==> config.mk <==
export PLATFORM = sky130hd
export DESIGN_NAME = register_map_table_flat
export DESIGN_NICKNAME = d
export VERILOG_FILES = /design/src/rtl/register_map_table_if.sv /design/src/rtl/register_map_table.sv /design/src/flat_wrapper.sv
export SDC_FILE = /design/constraint.sdc
export NUM_CORES = 1
export LEC_CHECK = 0
export BUFFER_PORTS_ARGS = -buffer_cell sky130_fd_sc_hd__buf_2
export CAP_MARGIN = 20
export CORE_MARGIN = 2
export CORE_UTILIZATION = 45
export CTS_CLUSTER_SIZE = 14
export DETAILED_ROUTE_END_ITERATION = 16
export PLACE_DENSITY = 0.76
export SYNTH_ARGS = -nofsm -noshare
export SYNTH_HDL_FRONTEND = slang
export SYNTH_SLANG_ARGS = --single-unit
==> constraint.sdc <==
create_clock -name clk -period 1.99 [get_ports clk]
set_clock_uncertainty 0.15 [all_clocks]
set_input_delay 0.0995 -clock clk [delete_from_list [all_inputs] [get_ports clk]]
set_output_delay 0.0995 -clock clk [all_outputs]
set_load 0.01 [all_outputs]
==> src/rtl/register_map_table_if.sv <==
// register_map_table_if: decoder-side op/lookup bundle for the register map table
interface register_map_table_if #(
  parameter int NUM_REGS   = 4,
  parameter int CKPT_DEPTH = 2
);
  localparam int REG_W = $clog2(NUM_REGS);
  localparam int CNT_W = $clog2(CKPT_DEPTH + 1);
  logic             op_valid;
  logic [2:0]       op_code;
  logic [REG_W-1:0] op_reg_a;
  logic [REG_W-1:0] op_reg_b;
  logic [REG_W-1:0] map_a;
  logic [REG_W-1:0] map_b;
  logic [CNT_W-1:0] ckpt_count;
  logic             ckpt_full;
  logic             ckpt_empty;
  logic             op_error;
  modport master (
    output op_valid, op_code, op_reg_a, op_reg_b,
    input  map_a, map_b, ckpt_count, ckpt_full, ckpt_empty, op_error
  );
  modport slave (
    input  op_valid, op_code, op_reg_a, op_reg_b,
    output map_a, map_b, ckpt_count, ckpt_full, ckpt_empty, op_error
  );
endinterface

==> src/rtl/register_map_table.sv <==
// register_map_table: logical->physical register map with swap/rotate/clear and a checkpoint stack
module register_map_table #(
  parameter int NUM_REGS   = 4,
  parameter int CKPT_DEPTH = 2
) (
  input logic                 clk,
  input logic                 reset,
  register_map_table_if.slave bus
);
  localparam int REG_W = $clog2(NUM_REGS);
  localparam int CNT_W = $clog2(CKPT_DEPTH + 1);
  typedef logic [REG_W-1:0] tbl_t [NUM_REGS];
  tbl_t             tbl_q, tbl_d, id_tbl;
  tbl_t             stk_q [CKPT_DEPTH];
  tbl_t             stk_d [CKPT_DEPTH];
  logic [CNT_W-1:0] cnt_q, cnt_d;
  logic             err_q, err_d;
  logic             a_ok, b_ok, full, empty;
  always_comb begin
    for (int i = 0; i < NUM_REGS; i++) id_tbl[i] = REG_W'(i);
  end
  assign a_ok            = 32'(bus.op_reg_a) < NUM_REGS;
  assign b_ok            = 32'(bus.op_reg_b) < NUM_REGS;
  assign full            = cnt_q == CNT_W'(CKPT_DEPTH);
  assign empty           = cnt_q == '0;
  assign bus.map_a       = a_ok ? tbl_q[bus.op_reg_a] : '0;
  assign bus.map_b       = b_ok ? tbl_q[bus.op_reg_b] : '0;
  assign bus.ckpt_count  = cnt_q;
  assign bus.ckpt_full   = full;
  assign bus.ckpt_empty  = empty;
  assign bus.op_error    = err_q;
  // stack slots are selected by comparing against the count so no index wider than the array is ever used
  always_comb begin
    tbl_d = tbl_q;
    stk_d = stk_q;
    cnt_d = cnt_q;
    err_d = 1'b0;
    if (bus.op_valid)
      case (bus.op_code)
        3'd1: if (a_ok && b_ok) begin
                tbl_d[bus.op_reg_a] = tbl_q[bus.op_reg_b];
                tbl_d[bus.op_reg_b] = tbl_q[bus.op_reg_a];
              end else err_d = 1'b1;
        3'd2: for (int i = 0; i < NUM_REGS; i++) tbl_d[i] = tbl_q[(i + 1) % NUM_REGS];
        3'd3: if (full) err_d = 1'b1;
              else begin
                for (int i = 0; i < CKPT_DEPTH; i++) if (cnt_q == CNT_W'(i)) stk_d[i] = tbl_q;
                cnt_d = cnt_q + CNT_W'(1);
              end
        3'd4: if (empty) err_d = 1'b1;
              else begin
                for (int i = 0; i < CKPT_DEPTH; i++) if (cnt_q == CNT_W'(i + 1)) tbl_d = stk_q[i];
                cnt_d = cnt_q - CNT_W'(1);
              end
        3'd5: if (empty) err_d = 1'b1;
              else cnt_d = cnt_q - CNT_W'(1);
        3'd6: tbl_d = id_tbl;
        3'd7: err_d = 1'b1;
        default: ;
      endcase
  end
  always_ff @(posedge clk) begin
    if (reset) begin
      tbl_q <= id_tbl;
      cnt_q <= '0;
      err_q <= 1'b0;
    end else begin
      tbl_q <= tbl_d;
      cnt_q <= cnt_d;
      err_q <= err_d;
    end
  end
  always_ff @(posedge clk) stk_q <= stk_d;
endmodule
==> src/flat_wrapper.sv <==
// flat-port wrapper written by rule: the top's interface ports become plain ports
module register_map_table_flat 
#(
  parameter int NUM_REGS   = 4,
  parameter int CKPT_DEPTH = 2
)
  (clk, reset, bus_op_valid, bus_op_code, bus_op_reg_a, bus_op_reg_b, bus_map_a, bus_map_b, bus_ckpt_count, bus_ckpt_full, bus_ckpt_empty, bus_op_error);
  register_map_table_if #(.NUM_REGS(NUM_REGS), .CKPT_DEPTH(CKPT_DEPTH)) bus_i ();
  input logic clk;
  input logic reset;
  input wire logic [$bits(bus_i.op_valid)-1:0] bus_op_valid;
  input wire logic [$bits(bus_i.op_code)-1:0] bus_op_code;
  input wire logic [$bits(bus_i.op_reg_a)-1:0] bus_op_reg_a;
  input wire logic [$bits(bus_i.op_reg_b)-1:0] bus_op_reg_b;
  output wire logic [$bits(bus_i.map_a)-1:0] bus_map_a;
  output wire logic [$bits(bus_i.map_b)-1:0] bus_map_b;
  output wire logic [$bits(bus_i.ckpt_count)-1:0] bus_ckpt_count;
  output wire logic [$bits(bus_i.ckpt_full)-1:0] bus_ckpt_full;
  output wire logic [$bits(bus_i.ckpt_empty)-1:0] bus_ckpt_empty;
  output wire logic [$bits(bus_i.op_error)-1:0] bus_op_error;
  assign bus_i.op_valid = bus_op_valid;
  assign bus_i.op_code = bus_op_code;
  assign bus_i.op_reg_a = bus_op_reg_a;
  assign bus_i.op_reg_b = bus_op_reg_b;
  assign bus_map_a = bus_i.map_a;
  assign bus_map_b = bus_i.map_b;
  assign bus_ckpt_count = bus_i.ckpt_count;
  assign bus_ckpt_full = bus_i.ckpt_full;
  assign bus_ckpt_empty = bus_i.ckpt_empty;
  assign bus_op_error = bus_i.op_error;
  register_map_table #(.NUM_REGS(NUM_REGS), .CKPT_DEPTH(CKPT_DEPTH)) u_core (.clk(clk), .reset(reset), .bus(bus_i));
endmodule
# == Word level (Yosys, flattened, before mapping) ==
# Cells that the tools add are included.
# classes
bitwise,4
n_reduce_logical,11
mul,0
eq_ne,13
add_sub_neg,2
mux,22
n_shift,0
order_cmp,4
n_div,0
# op_table
op,n
$pmux W8 S4,1
$mux W8,3
$bwmux W8,2
$mux W2,8
$reduce_and A4 Y1,4
$eq A3 B3 Y1 const B,4
$bmux W2 S2,2
$demux W2 S2,2
$eq A3 B2 Y1 const B,2
$ge A3 B3 Y1 const B,2
$lt A3 B1 Y1 const B,2
$ne A2 B2 Y1 const B,3
$not A2 Y3,2
$pmux W2 S2,1
$reduce_bool A4 Y1,1
$reduce_or A2 Y1,2
$eq A3 B1 Y1 const B,1
$ne A3 B2 Y1 const B,1
$pmux W1 S3,1
$add A2 B1 Y2 const B,1
$eq A2 B1 Y1 const B,1
$eq A2 B2 Y1 const B,1
$logic_and A1 B1 Y1,2
$logic_not A2 Y1,1
4 further kinds,6
# word_totals
wordCells,70
register_bits,27
mem_count,0
mem_bits_ro,0
ramBits,0
latch_bits,0
out_inout_bits,9
inputBits,10

# == Depth between registers and ports, before layout ==
# depth
ltp_word,8
ltp_mapped,7
depth_no_buf,6

# == Worst setup path after synthesis ==
# Ideal clock, no wire load.
# synth_path
path_kind,reg-to-reg
start,"register u_core.cnt_q[0], in the netlist u_core.bus.ckpt_count[0]"
end,register with a tool-made name
arrival_ps,1881
stages_incl_launch_ff,8
setup_time_ps,122
path_slack_ps,-163
period_less_slack_ps,2153
required_ps,1718
path_buffers,1
cell_sequence,dfxtp_1 > inv_1 > ha_1 > o21bai_1 > a221o_1 > buf_6 > o21a_1 > a311o_1
# synth_rtl
item,line,text
from (decl),register_map_table.sv:16,"logic [CNT_W-1:0] cnt_q, cnt_d;"
from (signal assigned),register_map_table.sv:69,cnt_q <= cnt_d;

# == Final worst setup path ==
# layout_path
start,"register u_core.cnt_q[0], in the netlist u_core.bus.ckpt_count[0]"
end,register u_core.stk_q[12] in the netlist's numbering (enable)
# layout_via
elab_chain_cells,3
elab_cells_between_ends,4
classes_between,eq/ne (1); bitwise (1); reduce/logical (2)
# layout_rtl
item,line,text
$eq A2 B2 Y1,register_map_table.sv:24,assign full = cnt_q == CNT_W'(CKPT_DEPTH);
$not A1 Y1 (no line),--,
$reduce_and A4 Y1 (no line) (*),--,
to (signal assigned),register_map_table.sv:73,always_ff @(posedge clk) stk_q <= stk_d;
to (decl),register_map_table.sv:14,tbl_t stk_q [CKPT_DEPTH];
# Mark *: on every way between the ends. The rest lies on a longest branch, timed or not.
# A chain may end at the register's enable or synchronous reset.

==> metrics.txt <==
reg2reg path depth 5; unrepaired setup endpoints after global routing true; Routed WL 4187 microns; worst hold start bus_op_code[0]; Synth async-reset ratio 0%; CP peak stage delay 0.37 ns; Final GP Congestion 0.9507; final hold violations 0; Boundary Pins 19; global-route wire length before repair 6644 microns; crit-path cells inv_2 > ha_2 > buf_4 > nor4bb_2 > and3_2; synth unique cells 41; total gr overflow 0; Power Total 0.001133 W; max cap viols 0; port buffer count 18; Post-synth EDFFs 16; WS Path Type flop to flop; Layout Nets 194; post-DP HPWL 3075 microns; status completed; Vias 1,395; largest net degree at the start of global routing 16; CTS Root Cell clkbuf_4; vias in the first global route 1,325; Site Rows 21; synth cell count leaders edfxtp_1, mux2i_1, dfxtp_1; Chip Height 64.10 microns; worst-path fanout max 8; Slew @ Worst Pin 0.4754 ns; leakage power 0.7329 nW; Yosys top cell area share 29.56%; multiplexer area fraction after synthesis 11.39%; synthesized flop and latch total 27; Vias/cell 6.173; Synth Area in Simple Gates 13.39%; DRC errors left 0; Mapped Cells 150; DR iter-0 viols 68; cell count along the critical path 5; top cells by area, synth edfxtp_1, dfxtp_1, mux2i_1; total CTS buffers 3; Synthesized Nets 163; total core area 3416 sq um; Pre-Repair DR Iteration Count 4; Avg WL per Cell 18.53 microns; ANT cells 0; Yosys warning count 0; FMAX 510.1 MHz; Post-Synth Adder-Cell Area 2.309%; type of the most critical hold path primary input to flop; Final Max Tran Viols 0; initial core utilization 47.58%; CTS H-tree lvls 1; Die ar. 4109 sq um; CTS tree yes; largest family of logic cells by synthesized area compound AO/OA/AOI/OAI gates; Min Hold Slack 0.1714 ns; Syn Area/Cell 10.84 sq um; Critical Path Source u_core.bus.ckpt_count[0]$_SDFFE_PP0P_; post-synthesis sequential area ratio 43.11%; count leader, synth edfxtp_1; slowest stage cell, crit path dfxtp_2; Top Family by Delay on Critical Path simple AND/OR/NAND/NOR gates; post-synth top area cell edfxtp_1; Bufs on Longest Clock Path 2; Worst Setup Start Kind flop; Finish-stage setup viols 0; Area growth syn-to-layout 19.55%; VDD IR max 0.2368 mV; Data required, critical path 1.88 ns; mapped cell area 1625 sq um; Clock Sinks 27; initial antenna violation count 0; data arrival time of the critical path 1.85 ns; Worst Path Buf+Inv 2; post-synthesis xor/xnor area fraction 1.078%; Routed Antenna Nets 0; period utilisation layout 98.52%; clock-pin slew on the worst setup and hold paths 0.14 ns; pwr/cell area 583.0 nW/um^2; share of cells above drive strength 1 29.44%; width of the die 64.10 microns; Hold Path Cell Cnt 4; ys flop type edfxtp_1; clock latency on the worst-skew pair 0.32 ns; slew margin rel. 68.06%; crit path capture type flop; global-route total usage across every layer 20.61%; Synth Area in Compound Gates 24.25%; Min Clock Period, post-route 1.960 ns; r2r startpoint u_core.bus.ckpt_count[0]$_SDFFE_PP0P_
final cells by class:
cell class | count | area, sq um
Multi-Input combinational cell | 107 | 893.4
Sequential cell | 27 | 703.2
Inverter | 5 | 21.27
Fill cell | 318 | 1473
Clock buffer | 3 | 22.52
Clock inverter | 1 | 5.005
Timing Repair Buffer | 37 | 240.2
Tap cell | 46 | 57.56
cell families after synthesis:
group                    after synthesis
AND/OR/NAND/NOR                       39
XOR/XNOR                               2
buffers and inverters                 16
adder cells (fa/ha/maj)                3
flip-flops                            27
AO/OA/AOI/OAI                         47
multiplexers                          16
worst min-delay path: cells and delay by family:
kind	cells	cell delay, ns
simple gates	1	0.14
compound gates	1	0.09
buf+inv	2	0.28
power by group:
| group | internal [W] | switching (W) | total, W |
|---|---|---|---|
| sequential | 0.000607 | 0.00000767 | 0.000615 |
| combinational | 0.000123 | 0.000159 | 0.000282 |
| clock | 0.0000754 | 0.000161 | 0.000236 |
repair_timing:
item | CTS | global route
gates cloned | 0 | 0
gates resized for setup | 1 | 6
pin swaps | 0 | 3
endpoints found under the hold margin | 4 | 0
setup buffers | 0 | 3
setup endpoints to repair | 2 | 24
hold buffers | 3 | 0
per-stage QoR:
stage	worst slack, ns	std cells	instance area (sq um)	util [%]	setup TNS [ns]
global route	-0.01728	226	1943	56.89	-0.09904
global placement	0.06322	216	1837	53.77	0
detailed placement	0.02048	216	1837	53.77	0
finish	0.02952	226	1943	56.89	0
CTS	0.009382	223	1896	55.49	0
floorplan	0.01199	150	1645	-	0
path summary, 6_finish.rpt:
check                                           to  slack (ns)
max reg2reg             u_core.stk_q[12]$_DFFE_PP_        0.03
max                     u_core.stk_q[12]$_DFFE_PP_        0.03
min reg2reg  u_core.bus.ckpt_count[1]$_SDFFE_PP0P_        0.36
min                                           flop        0.17
routing by layer:
layer	vias up	part of all wire [%]	GRT usage, %
li1	655	-	-
met1	679	44	29.58
met2	51	50	34.38
met3	10	5.0	0.5282
met4	0	1.5	5.585
met5	-	0	0
cell usage in the layout, fill, tap and decap left out, drive strengths merged, types with 4 or more instances in the layout:
cell | synthesis | layout
mux2i | 14 | 14
inv | 5 | 5
nor2 | 9 | 9
nand2b | 6 | 6
edfxtp | 16 | 16
o21ai | 4 | 4
o2bb2ai | 5 | 5
nor2b | 6 | 6
a221o | 6 | 6
dfxtp | 11 | 11
buf | 5 | 34
nor3 | 5 | 5
Power figures use the tool's default switching activity.
